$ cat src/rtl/display_scan_ctrl_pkg.sv
// Shared constants for the multiplexed 8-digit display scanner.
// FSM encoding, segment codes and idle output levels.
package display_scan_ctrl_pkg;

  typedef logic [1:0] state_t;

  localparam state_t ST_IDLE  = 2'd0;
  localparam state_t ST_BLANK = 2'd1;
  localparam state_t ST_DRIVE = 2'd2;

  localparam logic [6:0] SEG_OFF = 7'h7F;
  localparam logic [7:0] AN_OFF  = 8'hFF;
  localparam logic [2:0] SEL_TOP = 3'd7;

  // active-low {g,f,e,d,c,b,a}
  localparam logic [6:0] SEG_0 = 7'h40;
  localparam logic [6:0] SEG_1 = 7'h79;
  localparam logic [6:0] SEG_2 = 7'h24;
  localparam logic [6:0] SEG_3 = 7'h30;
  localparam logic [6:0] SEG_4 = 7'h19;
  localparam logic [6:0] SEG_5 = 7'h12;
  localparam logic [6:0] SEG_6 = 7'h02;
  localparam logic [6:0] SEG_7 = 7'h78;
  localparam logic [6:0] SEG_8 = 7'h00;
  localparam logic [6:0] SEG_9 = 7'h10;
  localparam logic [6:0] SEG_A = 7'h08;
  localparam logic [6:0] SEG_B = 7'h03;
  localparam logic [6:0] SEG_C = 7'h46;
  localparam logic [6:0] SEG_D = 7'h21;
  localparam logic [6:0] SEG_E = 7'h06;
  localparam logic [6:0] SEG_F = 7'h0E;

endpackage

$ cat src/rtl/display_scan_ctrl_hex_to_seg.sv
// Combinational hex nibble to active-low
// seven-segment pattern.
module hex_to_seg
  import display_scan_ctrl_pkg::*;
(
  input  logic [3:0] hex_i,
  output logic [6:0] seg_n_o
);

  // one pattern per nibble value
  always_comb begin
    seg_n_o = SEG_OFF;
    unique case (hex_i)
      4'h0: seg_n_o = SEG_0;
      4'h1: seg_n_o = SEG_1;
      4'h2: seg_n_o = SEG_2;
      4'h3: seg_n_o = SEG_3;
      4'h4: seg_n_o = SEG_4;
      4'h5: seg_n_o = SEG_5;
      4'h6: seg_n_o = SEG_6;
      4'h7: seg_n_o = SEG_7;
      4'h8: seg_n_o = SEG_8;
      4'h9: seg_n_o = SEG_9;
      4'hA: seg_n_o = SEG_A;
      4'hB: seg_n_o = SEG_B;
      4'hC: seg_n_o = SEG_C;
      4'hD: seg_n_o = SEG_D;
      4'hE: seg_n_o = SEG_E;
      4'hF: seg_n_o = SEG_F;
      default: seg_n_o = SEG_OFF;
    endcase
  end

endmodule

$ cat src/rtl/display_scan_ctrl.sv
// Eight-digit multiplexed display scanner with
// blanking gap, PWM brightness and leading-zero suppression.
module display_scan_ctrl
  import display_scan_ctrl_pkg::*;
#(
  parameter int unsigned SCAN_DIV  = 100000,
  parameter int unsigned BLANK_CYC = 16
) (
  input  logic       clk,
  input  logic       rst_n,
  input  logic       en,
  input  logic [7:0] digit_mask,
  input  logic [7:0] dp,
  input  logic       lzb,
  input  logic [2:0] bright,
  input  logic [3:0] mux_o,
  output logic [2:0] sel,
  output logic [7:0] an_n,
  output logic [6:0] seg_n,
  output logic       dp_n,
  output logic       frame_tick
);

  localparam int CW = $clog2(SCAN_DIV);
  localparam logic [CW-1:0] CNT_LAST =
    CW'(SCAN_DIV - 1);
  localparam logic [CW-1:0] BLANK_LAST =
    CW'(BLANK_CYC - 1);

  state_t        state_q, state_d;
  logic [CW-1:0] cnt_q, cnt_d;
  logic [2:0]    sel_q, sel_d;
  logic          lz_seen_q, lz_seen_d;
  logic [3:0]    digit_q, digit_d;

  logic [7:0]    an_n_q, an_n_d;
  logic [6:0]    seg_n_q, seg_n_d;
  logic          dp_n_q, dp_n_d;
  logic          ft_q, ft_d;

  logic [6:0]    seg_dec;
  logic          drive;
  logic          lz_blank;
  logic          duty_on;
  logic          dwell_end;

  hex_to_seg u_hex (
    .hex_i   (digit_q),
    .seg_n_o (seg_dec)
  );

  assign dwell_end = (cnt_q == CNT_LAST);
  assign drive     = en && (state_q == ST_DRIVE);
  assign lz_blank  = lzb && !lz_seen_q &&
                     (digit_q == 4'd0) &&
                     (sel_q != 3'd0);
  assign duty_on   = (cnt_q[2:0] <= bright);

  // scan sequencer: dwell counter, digit select, capture
  always_comb begin
    state_d   = state_q;
    cnt_d     = cnt_q;
    sel_d     = sel_q;
    lz_seen_d = lz_seen_q;
    digit_d   = digit_q;
    if (!en) begin
      state_d   = ST_IDLE;
      cnt_d     = '0;
      sel_d     = SEL_TOP;
      lz_seen_d = 1'b0;
    end else begin
      unique case (state_q)
        ST_IDLE: begin
          state_d = ST_BLANK;
          cnt_d   = '0;
        end
        ST_BLANK: begin
          cnt_d = cnt_q + 1'b1;
          if (cnt_q == BLANK_LAST) begin
            state_d = ST_DRIVE;
            digit_d = mux_o;
            if (digit_mask[sel_q] &&
                ((mux_o != 4'd0) ||
                 (sel_q == 3'd0)))
              lz_seen_d = 1'b1;
          end
        end
        ST_DRIVE: begin
          if (dwell_end) begin
            state_d = ST_BLANK;
            cnt_d   = '0;
            if (sel_q == 3'd0) begin
              sel_d     = SEL_TOP;
              lz_seen_d = 1'b0;
            end else begin
              sel_d = sel_q - 3'd1;
            end
          end else begin
            cnt_d = cnt_q + 1'b1;
          end
        end
        default: begin
          state_d   = ST_IDLE;
          cnt_d     = '0;
          sel_d     = SEL_TOP;
          lz_seen_d = 1'b0;
        end
      endcase
    end
  end

  // output decision, registered one cycle behind the FSM
  always_comb begin
    an_n_d  = AN_OFF;
    seg_n_d = SEG_OFF;
    dp_n_d  = 1'b1;
    ft_d    = 1'b0;
    if (drive) begin
      seg_n_d = seg_dec;
      dp_n_d  = ~dp[sel_q];
      ft_d    = dwell_end && (sel_q == 3'd0);
      if (digit_mask[sel_q] && !lz_blank && duty_on)
        an_n_d[sel_q] = 1'b0;
    end
  end

  // sequencer state
  always_ff @(posedge clk or negedge rst_n) begin
    if (!rst_n) begin
      state_q   <= ST_IDLE;
      cnt_q     <= '0;
      sel_q     <= SEL_TOP;
      lz_seen_q <= 1'b0;
      digit_q   <= 4'd0;
    end else begin
      state_q   <= state_d;
      cnt_q     <= cnt_d;
      sel_q     <= sel_d;
      lz_seen_q <= lz_seen_d;
      digit_q   <= digit_d;
    end
  end

  // glitch-free registered display drive
  always_ff @(posedge clk or negedge rst_n) begin
    if (!rst_n) begin
      an_n_q  <= AN_OFF;
      seg_n_q <= SEG_OFF;
      dp_n_q  <= 1'b1;
      ft_q    <= 1'b0;
    end else begin
      an_n_q  <= an_n_d;
      seg_n_q <= seg_n_d;
      dp_n_q  <= dp_n_d;
      ft_q    <= ft_d;
    end
  end

  assign sel        = sel_q;
  assign an_n       = an_n_q;
  assign seg_n      = seg_n_q;
  assign dp_n       = dp_n_q;
  assign frame_tick = ft_q;

endmodule

$ cat config.mk
export PLATFORM = sky130hd
export DESIGN_NAME = display_scan_ctrl
export DESIGN_NICKNAME = d
export VERILOG_FILES = /design/src/rtl/display_scan_ctrl_pkg.sv /design/src/rtl/display_scan_ctrl_hex_to_seg.sv /design/src/rtl/display_scan_ctrl.sv
export SDC_FILE = /design/constraint.sdc
export NUM_CORES = 1
export LEC_CHECK = 0
export ABC_AREA = 1
export CORE_MARGIN = 2
export CORE_UTILIZATION = 40
export CTS_CLUSTER_DIAMETER = 120
export CTS_CLUSTER_SIZE = 24
export DETAILED_ROUTE_END_ITERATION = 10
export PLACE_DENSITY = 0.61
export RECOVER_POWER = 50
export SLEW_MARGIN = 20
export SYNTH_ARGS = -nofsm -noshare
export SYNTH_HDL_FRONTEND = slang
export SYNTH_HIERARCHICAL = 1
export SYNTH_SLANG_ARGS = --single-unit
$ cat constraint.sdc
create_clock -name clk -period 2.9 [get_ports clk]
set_clock_uncertainty 0.1 [all_clocks]
set_input_delay 0.58 -clock clk [delete_from_list [all_inputs] [get_ports clk]]
set_output_delay 0.58 -clock clk [all_outputs]
set_load 0.03 [all_outputs]
==> results by group, run 1 <==
Status
  • Status: finished clean

Routing
  • Detailed-route DRC error count: 0
  • Iter 0 DRT Violations: roughly 100
  • Vias: about 2.2k
  • DR WL/cell: roughly 12 um
  • Drt pass-1 iters: 4
  • Vias per cell: 4.81
  • Antenna violation net count after detailed routing: 0
  • Total wire length: 5480 um

STA
  • Setup TNS Final: 0 ns
  • Slew headroom: 26.9%
  • Hold Fails Final Rpt: 0
  • Minimum clock period: between 2 and 2.5 ns
  • Setup ws final: 0.419 ns
  • Final setup fails: 0
  • Slew Viols, Final: 0
  • Period utilization: a little under nine tenths
  • Worst-margin pin slew: 1.10 ns
  • Hold WS: 0.385 ns
  • RSZ-0062 raised after global routing: false
  • FMAX: 403 MHz

Place
  • I/O Buffers: 46
  • Placer Congestion: 0.809
  • Post-DP HPWL: 4260 um
  • Place WS: around 0.3 ns
  • Placed cell areas: a little over 3000 um^2

Worst setup path
  • Crit path launch type: flip-flop
  • Slowest cell on crit path: clkdlybuf4s50_1
  • Critical path buffer and inverter count: 1
  • Critical Path AT: 1.80 ns
  • CP max FO: 12
  • Kind of critical path: reg -> out
  • Crit-path max cell delay: 0.76 ns
  • Gate family responsible for the most delay along the worst path: buffers and inverters
  • Worst setup EP type: primary output
  • CP Cell Sequence: clkdlybuf4s50_1
  • Critical path data required time: around 2.2 ns

Power and ir drop
  • Clock power frac: 25.6%
  • Power Internal: 1.03 mW
  • Power per cell area: between 400 and 500 nW/um^2
  • Part of the power in registers: between 40% and 50%
  • Combinational power share: about 29%
  • P_sw: 535 uW
  • Max IR drop VDD: 0.229 mV
  • Net Sw Frac: 34.2%
  • Static leakage: between 1.5 and 2 nW

Clock network
  • # resized after CTS: 0
  • H-tree lvl count: 2
  • CTS tree: yes
  • CTS buffer count: 5
  • Clk sinks: 44
  • CTS clock-pin slew for the worst setup and hold paths: around 0.080 ns
  • Root buf cell: clkbuf_8
  • Post CTS Setup Buffer Count: 0
  • CTS Hold Bufs: 0
  • CTS Buffer Depth: 2
  • Clk_lat worst skew: 0.30 ns

Floorplanning
  • DIE HEIGHT: 84.2 um
  • Top Ports: 47
  • Row cnt: 29
  • Die area: 7090 um^2
  • Initial Util: 41.0%
  • Core Region: 6280 um^2
  • Die W: 84.2 um

Final layout
  • # nets final: roughly 430
  • Most frequent cells in the layout: 82 x nand2_1, 53 x nor2_1, 44 x clkdlybuf4s50_1
  • Antenna diodes: 0
  • Post-route core utilization: 50.6%
  • Layout cell share with drive strength beyond 1: roughly 13%
  • P&R area growth vs syn: 23.5%
  • Finished Cell Area: between 3000 and 4000 um^2
  • Most common cell after layout, fill and taps aside: nand2_1

Synth
  • Post-Synth XOR/XNOR Area: 2.04%
  • Main combinational cell family by area after synthesis: simple AND/OR/NAND/NOR gates
  • EDFF count, synth: 0
  • Async set-reset flop share out of synthesis: 100%
  • Share of the synthesized area in the top cell type: between 20% and 30%
  • Syn avg cell area: 7.63 um^2
  • Seq/Total Area, Yosys: approximately 44%
  • Synthesized flop and latch total: 44
  • Mapped Cells: 337
  • Post-synthesis simple-gate area fraction: between 30% and 40%
  • Top cells by area, synth: dfrtp_1 24%, dfstp_2 19%, nand2_1 12%
  • Commonest register cell after synthesis: dfrtp_1
  • Adder-Cell Fraction of Synth Area: 7.79%
  • Synth Net Count: 380
  • Synthesized area: 2570 um^2
  • Fraction of the mapped netlist area in compound gates: 6.13%
  • Mux cell area share after synthesis: 0%
  • YS warnings: 6
  • Area leader, netlist: dfrtp_1
  • Number of distinct library cells after synthesis: 30

Global route
  • First-pass GRT wire length: 9690 um
  • Antenna violations before repair: 0
  • Grt ovf: 0
  • Vias in the first global route: 2,217
  • GRT Overall Usage: 16.7%
  • Largest net degree at the start of global routing: 45

Min path
  • Worst Hold Class: in -> async

Run
  • Max-cap viol count: 0
## metal layers
| layer | wire [um] | GRT usage, % |
|---|---|---|
| met3 | 126 | 3.83 |
| met1 | 2570 | 21.1 |
| met2 | 2730 | 28.9 |
| met5 | 0 | 0 |
| met4 | 45 | 4.25 |
## metrics by stage
step / std cells / power, mW
6_report: 462 / 1.56
5_1_grt: 462 / 1.68
4_1_cts: 462 / 1.59
3_5_place_dp: 454 / 1.18
3_3_place_gp: 454 / 1.18
2_1_floorplan: 337 / 1.03
## power groups by stage
stage | sequential, mW | clock [mW] | combinational, mW
floorplan | 0.761 | 0 | 0.273
global placement | 0.728 | 0 | 0.448
detailed placement | 0.731 | 0 | 0.452
CTS | 0.719 | 0.419 | 0.455
global route | 0.724 | 0.448 | 0.509
finish | 0.717 | 0.401 | 0.447
## cell families (layout without fill, tap and decap cells)
family,Yosys count,in the layout
xor+xnor,6,6
flops,44,44
simple gates,193,193
compound gates,28,28
buf+inv,50,98
fa+ha+maj,16,16
## state kept, by name, indices dropped and copies added (netlist names)
register and count:
cnt_q 17, an_n 8, seg_n 7, digit_q 4, sel 3, state_q 2, dp_n 1, frame_tick 1
lz_seen_q 1
## cells in the mapped netlist, types with 2 or more instances
cell type and n:
a21oi_1 2, buf_2 2, buf_6 2, clkbuf_1 2
dfrtp_1 25, dfstp_2 19, ha_1 16, inv_1 38
inv_2 5, nand2_1 82, nand2_2 3, nand3_1 32
nand4_1 2, nor2_1 53, nor2_2 4, nor3_1 5
nor3b_1 3, o21ai_0 17, o22ai_1 4, or2_2 7
xor2_1 5
## area by class of cell
| class | count | area (um^2) |
|---|---|---|
| inverters | 44 | 165 |
| fillers | 630 | 3100 |
| clock buffers | 6 | 82.6 |
| well taps | 77 | 96.3 |
| flip-flops and latches | 44 | 1120 |
| multi-input cells | 243 | 1240 |
| clock inverters | 2 | 10.0 |
| repair buffers | 46 | 455 |
## worst paths after layout
path	from	endpoint	slack [ns]	cells past startpoint
setup / recovery	sel[0]	sel[0]	0.42	1
hold / removal	rst_n	cnt_q[9]	0.38	1
setup reg to reg	sel[0]	an_n[5]	0.70	7
hold reg to reg	cnt_q[0]	cnt_q[0]	0.40	1
max in group asynchronous	rst_n	lz_seen_q	1.66	1
min in group clk	cnt_q[0]	cnt_q[0]	0.40	1
Power figures use the tool's default switching activity.
==> inputs of run 2 (changes only) <==
- CTS_CLUSTER_DIAMETER: 120 -> 40
==> results of run 2 <==
No change in the layout: final DEF, timing and power equal those of run 1.
